File: src/rtl/sram_port_arbiter.sv
// Frame SRAM sequencer: captures decoder YUV bytes through a small FIFO into an
// auto-incrementing frame buffer and serves host reads in slots video leaves free.
module sram_port_arbiter #(
  parameter int ADDR_W     = 19,
  parameter int DATA_W     = 8,
  parameter int FIFO_DEPTH = 4
) (
  input  logic              llc,
  input  logic              rst,
  input  logic              href,
  input  logic              vref,
  input  logic [DATA_W-1:0] yuv,
  input  logic              host_req,
  input  logic [ADDR_W-1:0] host_addr,
  output logic              host_ack,
  output logic [DATA_W-1:0] host_rdata,
  output logic [ADDR_W-1:0] sram_adr,
  output logic [DATA_W-1:0] sram_dout,
  output logic              sram_oe,
  input  logic [DATA_W-1:0] sram_din,
  output logic              sram_we_n,
  output logic              sram_rd_n,
  output logic              ovf,
  output logic              frame_start
);

  localparam int PTR_W = (FIFO_DEPTH > 1) ? $clog2(FIFO_DEPTH) : 1;

  typedef enum logic [2:0] {IDLE, VW1, VW2, HR1, HR2} state_t;

  state_t state, state_next;

  logic [DATA_W-1:0] fifo_mem [FIFO_DEPTH];
  logic [PTR_W-1:0]  rd_idx, wr_idx;
  logic [PTR_W:0]    count;
  logic              fifo_empty, fifo_full;
  logic              push_req, push, pop, flush, rise;
  logic              phase, vref_q;
  logic [ADDR_W-1:0] wr_ptr, adr_next;
  logic [DATA_W-1:0] dout_next;
  logic              oe_next, we_n_next, rd_n_next;

  assign fifo_empty = (count == '0);
  assign fifo_full  = (count == (PTR_W+1)'(FIFO_DEPTH));
  assign push_req   = href & vref & phase;
  assign push       = push_req & ~fifo_full;
  assign flush      = ~vref;
  // A flush during VW1 can leave VW2 with nothing to pop; guard the count.
  assign pop        = (state == VW2) & ~fifo_empty;
  assign rise       = vref & ~vref_q;

  always_ff @(posedge llc or posedge rst) begin
    if (rst) begin
      vref_q      <= 1'b0;
      frame_start <= 1'b0;
      phase       <= 1'b0;
      ovf         <= 1'b0;
    end else begin
      vref_q      <= vref;
      frame_start <= rise;
      phase       <= (href & vref) ? ~phase : 1'b0;
      if (push_req & fifo_full)
        ovf <= 1'b1;
      else if (rise)
        ovf <= 1'b0;
    end
  end

  always_ff @(posedge llc or posedge rst) begin
    if (rst) begin
      rd_idx <= '0;
      wr_idx <= '0;
      count  <= '0;
      for (int unsigned i = 0; i < unsigned'(FIFO_DEPTH); i++)
        fifo_mem[i] <= '0;
    end else if (flush) begin
      rd_idx <= '0;
      wr_idx <= '0;
      count  <= '0;
    end else begin
      if (push) begin
        fifo_mem[wr_idx] <= yuv;
        wr_idx           <= wr_idx + PTR_W'(1);
      end
      if (pop)
        rd_idx <= rd_idx + PTR_W'(1);
      case ({push, pop})
        2'b10:   count <= count + (PTR_W+1)'(1);
        2'b01:   count <= count - (PTR_W+1)'(1);
        default: count <= count;
      endcase
    end
  end

  always_ff @(posedge llc or posedge rst) begin
    if (rst)
      wr_ptr <= '0;
    else if (flush)
      wr_ptr <= '0;
    else if (state == VW2)
      wr_ptr <= wr_ptr + ADDR_W'(1);
  end

  // Pin values are computed for the state being entered and registered, so the
  // SRAM sees stable, glitch-free address and strobes for each state.
  always_comb begin
    state_next = state;
    adr_next   = sram_adr;
    dout_next  = sram_dout;
    oe_next    = 1'b0;
    we_n_next  = 1'b1;
    rd_n_next  = 1'b1;
    case (state)
      IDLE: begin
        if (!fifo_empty) begin
          state_next = VW1;
          adr_next   = wr_ptr;
          dout_next  = fifo_mem[rd_idx];
          oe_next    = 1'b1;
        end else if (host_req && !host_ack) begin
          state_next = HR1;
          adr_next   = host_addr;
          rd_n_next  = 1'b0;
        end
      end
      VW1: begin
        state_next = VW2;
        oe_next    = 1'b1;
        we_n_next  = 1'b0;
      end
      VW2: state_next = IDLE;
      HR1: begin
        state_next = HR2;
        rd_n_next  = 1'b0;
      end
      HR2:     state_next = IDLE;
      default: state_next = IDLE;
    endcase
  end

  always_ff @(posedge llc or posedge rst) begin
    if (rst) begin
      state      <= IDLE;
      sram_adr   <= '0;
      sram_dout  <= '0;
      sram_oe    <= 1'b0;
      sram_we_n  <= 1'b1;
      sram_rd_n  <= 1'b1;
      host_ack   <= 1'b0;
      host_rdata <= '0;
    end else begin
      state     <= state_next;
      sram_adr  <= adr_next;
      sram_dout <= dout_next;
      sram_oe   <= oe_next;
      sram_we_n <= we_n_next;
      sram_rd_n <= rd_n_next;
      host_ack  <= (state == HR2);
      if (state == HR2)
        host_rdata <= sram_din;
    end
  end

endmodule

File: config.mk
export PLATFORM = sky130hd
export DESIGN_NAME = sram_port_arbiter
export DESIGN_NICKNAME = d
export VERILOG_FILES = /design/src/rtl/sram_port_arbiter.sv
export SDC_FILE = /design/constraint.sdc
export NUM_CORES = 1
export LEC_CHECK = 0
export ABC_AREA = 1
export ABC_CLOCK_PERIOD_IN_PS = 4500
export CAP_MARGIN = 20
export CORE_MARGIN = 1
export CORE_UTILIZATION = 30
export CTS_CLUSTER_SIZE = 40
export DETAILED_ROUTE_END_ITERATION = 8
export GPL_TIMING_DRIVEN = 0
export PLACE_DENSITY = 0.46
export SYNTH_ARGS = -nofsm -noshare
export SYNTH_HDL_FRONTEND = slang
export SYNTH_SLANG_ARGS = --single-unit
File: constraint.sdc
create_clock -name llc -period 4.5 [get_ports llc]
set_input_delay 0.675 -clock llc [delete_from_list [all_inputs] [get_ports llc]]
set_output_delay 0.675 -clock llc [all_outputs]
set_load 0.02 [all_outputs]
==> results.toml <==
[detailed_routing]
first_pass_iters = 4
viasPerCell = 4.669
drt_iter0_markers = 173
dr_total_vias = 4067
detail_route.wirelength_um = 12870
drc_errors = 0
antenna_violating_nets_post_route = 0
avgRoutedWirePerCell_um = 14.78

[layout]
diodes = 0
num-nets-final = 696
post_route_cells_drive_above_1_share_pct = 9.924
final_area_mm2 = 0.006324
layout-area-overhead-vs-synth_pct = 29.32

[floorplan]
placeableCoreArea_mm2 = 0.01589
std_cell_rows = 46
design.die.area_mm2 = 0.01681
die_w_um = 129.7
die_height_um = 129.7
pin_count = 81
floorplan.initialDensity_pct = 30.78

[clock_tree]
cts.sink_count = 104
cts_buffers = 9
postCtsHoldBufs = 0
ctsResizeCount = 0
cts_setup_buffers = 0
clk_pin_slew_ns = 0.07
clockRootBuffer = "clkbuf_16"
cts-root-to-sink-buffers = 2
cts-htree-levels = 3
cts_tree = "built"
clock_latency_ns = 0.36

[sta]
maxClockFrequency_mhz = 410.2
skew_ns = 0.008608
tightestPinTransition_ns = 0.6297
timing.setup.tns_ns = 0
final-hold-violation-count = 0
timing.final.crit_share_pct = 54.17
drv_slew = 0
grt_setup_unrepaired = "false"
timing.final.crit_period_ns = 2.438
final-setup-viol-count = 0
slew_headroom_pct = 58.02

[worst_setup_path]
critical_path_endpoint_category = "flip-flop"
path_class = "in -> reg"
worst_setup_path_start_kind = "input port"
critical_path.most_common_cell = "nor2_1"
timing.critical_path.cells = "clkdlybuf4s50_1 -> buf_4 -> nand3_2 -> a21oi_1 -> nor2_1 -> fa_1 -> xnor2_1 -> nor2_1 -> o21ai_0 -> nand2_1"
worst_r2r_setup_slack_ns = 2.46
worst_path_max_delay_cell = "clkdlybuf4s50_1"
crit_arrival_ns = 2.68
crit_path_max_fanout = 8
cp_data_required_time_ns = 4.75
largest_stage_delay_on_the_critical_path_ns = 0.47

[placement]
placed_cell_area_mm2 = 0.005991
detailed_place_hpwl_um = 9045
numPortBuffers = 80
place.gp.congestion = 0.8471

[grt]
overflow = 0
antenna_found_initial = 0
maximum_number_of_pins_on_one_net_before_global_route_repair = 67
number_of_global_route_vias_before_repair = 4046
grtUsageTotal_pct = 16.68
grt_pass1_wl_um = 21230

[synth]
postSynth.asyncResetShare_pct = 100.0
synth-main-ff-cell = "dfrtp_1"
synth_edf_count = 0
netlist_area_mm2 = 0.004890
yosys.cell_types.count = 34
synth_sequential_area_ratio_pct = 53.28
yosys_warnings = 0
netlist_instances = 558
postSynthRegisterBits = 104
avgSynthCellArea_um2 = 8.763
synth_fp_nets = 604

[pwr]
total_power_uw = 3275
pwr_density_cell_mw_per_mm2 = 517.9
worst_ir_drop_vdd_mv = 0.2106
total_leakage_power_uw = 0.002847

[status]
status = "finished clean"

[job]
maxCapViolations = 0

[worst_hold_path]
min-delay-path-class = "reg -> reg"
-- area by class of cell --
| type | instances | area [um^2] |
|---|---|---|
| fillers | 1661 | 9562 |
| clock buffers | 12 | 256.5 |
| inverters | 57 | 219.0 |
| multi-input cells | 377 | 1944 |
| plain buffers | 20 | 123.9 |
| flip-flops and latches | 104 | 2605 |
| clock inverters | 4 | 76.32 |
| well taps | 216 | 270.3 |
| repair buffers | 81 | 828.3 |
-- state kept, by name, indices dropped and copies added, names as in the netlist, 2 cells and up --
| register | count |
|---|---|
| fifo_mem | 32 |
| sram_adr | 19 |
| wr_ptr | 19 |
| host_rdata | 8 |
| sram_dout | 8 |
| count | 3 |
| state | 3 |
| rd_idx | 2 |
| wr_idx | 2 |
-- critical path: cells and delay by family --
| family | cells | cell delay, ns |
|---|---|---|
| buffers and inverters | 2 | 0.64 |
| AOI/OAI and AO/OA | 2 | 0.42 |
| adders and majority gates | 1 | 0.39 |
| and+or+nand+nor | 4 | 0.35 |
| xor gates and xnor gates | 1 | 0.20 |
-- cells by family after synthesis --
kind of cell               share of synthesized area (%)
and+or+nand+nor                                    21.62
AOI/OAI and AO/OA                                  12.59
DFF                                                53.28
buffers and inverters                              6.960
muxes                                              3.685
adders and majority gates                          1.689
xor gates and xnor gates                          0.1792
-- layer usage --
layer | track usage, % | wire (um) | vias up
li1 | - | - | 2001
met1 | 22.43 | 6110 | 1949
met2 | 26.39 | 5880 | 99
met3 | 3.633 | 652 | 18
met4 | 6.019 | 229 | 0
met5 | 0 | 0 | -
-- stage by stage --
step | std cells | setup WS [ns] | hold WS (ns) | utilization (%)
6_report | 871 | 2.062 | 0.4267 | 39.81
4_1_cts | 871 | 2.055 | 0.4350 | 39.81
5_1_grt | 871 | 1.846 | 0.4514 | 39.81
3_3_place_gp | 854 | -0.7299 | 0.4234 | 37.52
3_5_place_dp | 855 | 1.683 | 0.4219 | 37.71
2_1_floorplan | 558 | 1.096 | 0.3979 | -
-- cells in the mapped netlist (4+ instances only) --
cell      count  area, um^2
a31oi_1       9       56.30
nor3_1        8       40.04
ha_1          5       62.56
nand2_1     134       503.0
nor2_4        4       45.04
nand4_1       6       37.54
mux2_2       16       180.2
clkbuf_1      8       30.03
o211ai_1      7       52.55
o31ai_1      10       75.07
dfrtp_1     102        2552
buf_4         6       45.04
nand3_1      15       75.07
nor2_1       64       240.2
a21oi_1      23       115.1
o21ai_0      59       295.3
inv_1        54       202.7
-- where the power goes --
part / internal [uW] / leakage [uW] / switching, uW
registers: 1160 / 0.00128 / 122
logic: 500 / 0.00141 / 614
clock network: 520 / 0.000159 / 359
total: 2180 / 0.00285 / 1090
-- cells in the final DEF, fill, tap and decap left out, drive strengths merged --
cell / instances
nand2: 138
dfrtp: 102
clkdlybuf4s50: 80
nor2: 73
o21ai: 61
inv: 56
a21oi: 23
clkbuf: 20
nand3: 17
mux2: 16
buf: 13
o31ai: 10
a31oi: 9
nor3: 8
o211ai: 7
nand4: 6
ha: 5
bufinv: 2
dfstp: 2
clkinv: 2
o21a: 1
nand3b: 1
xnor2: 1
fa: 1
clkinvlp: 1
-- worst paths after layout --
| kind | startpoint | to | depth (start not counted) |
|---|---|---|---|
| worst max register to register | count[0] | count[2] | 10 |
| worst min register to register | vref_q | frame_start | 1 |
| worst min-delay path | vref_q | frame_start | 1 |
| max in group asynchronous | rst | sram_rd_n | 3 |
| min in group asynchronous | rst | vref_q | 2 |
| worst max-delay path | vref | count[2] | 10 |
(Power assumes the default switching activity.)
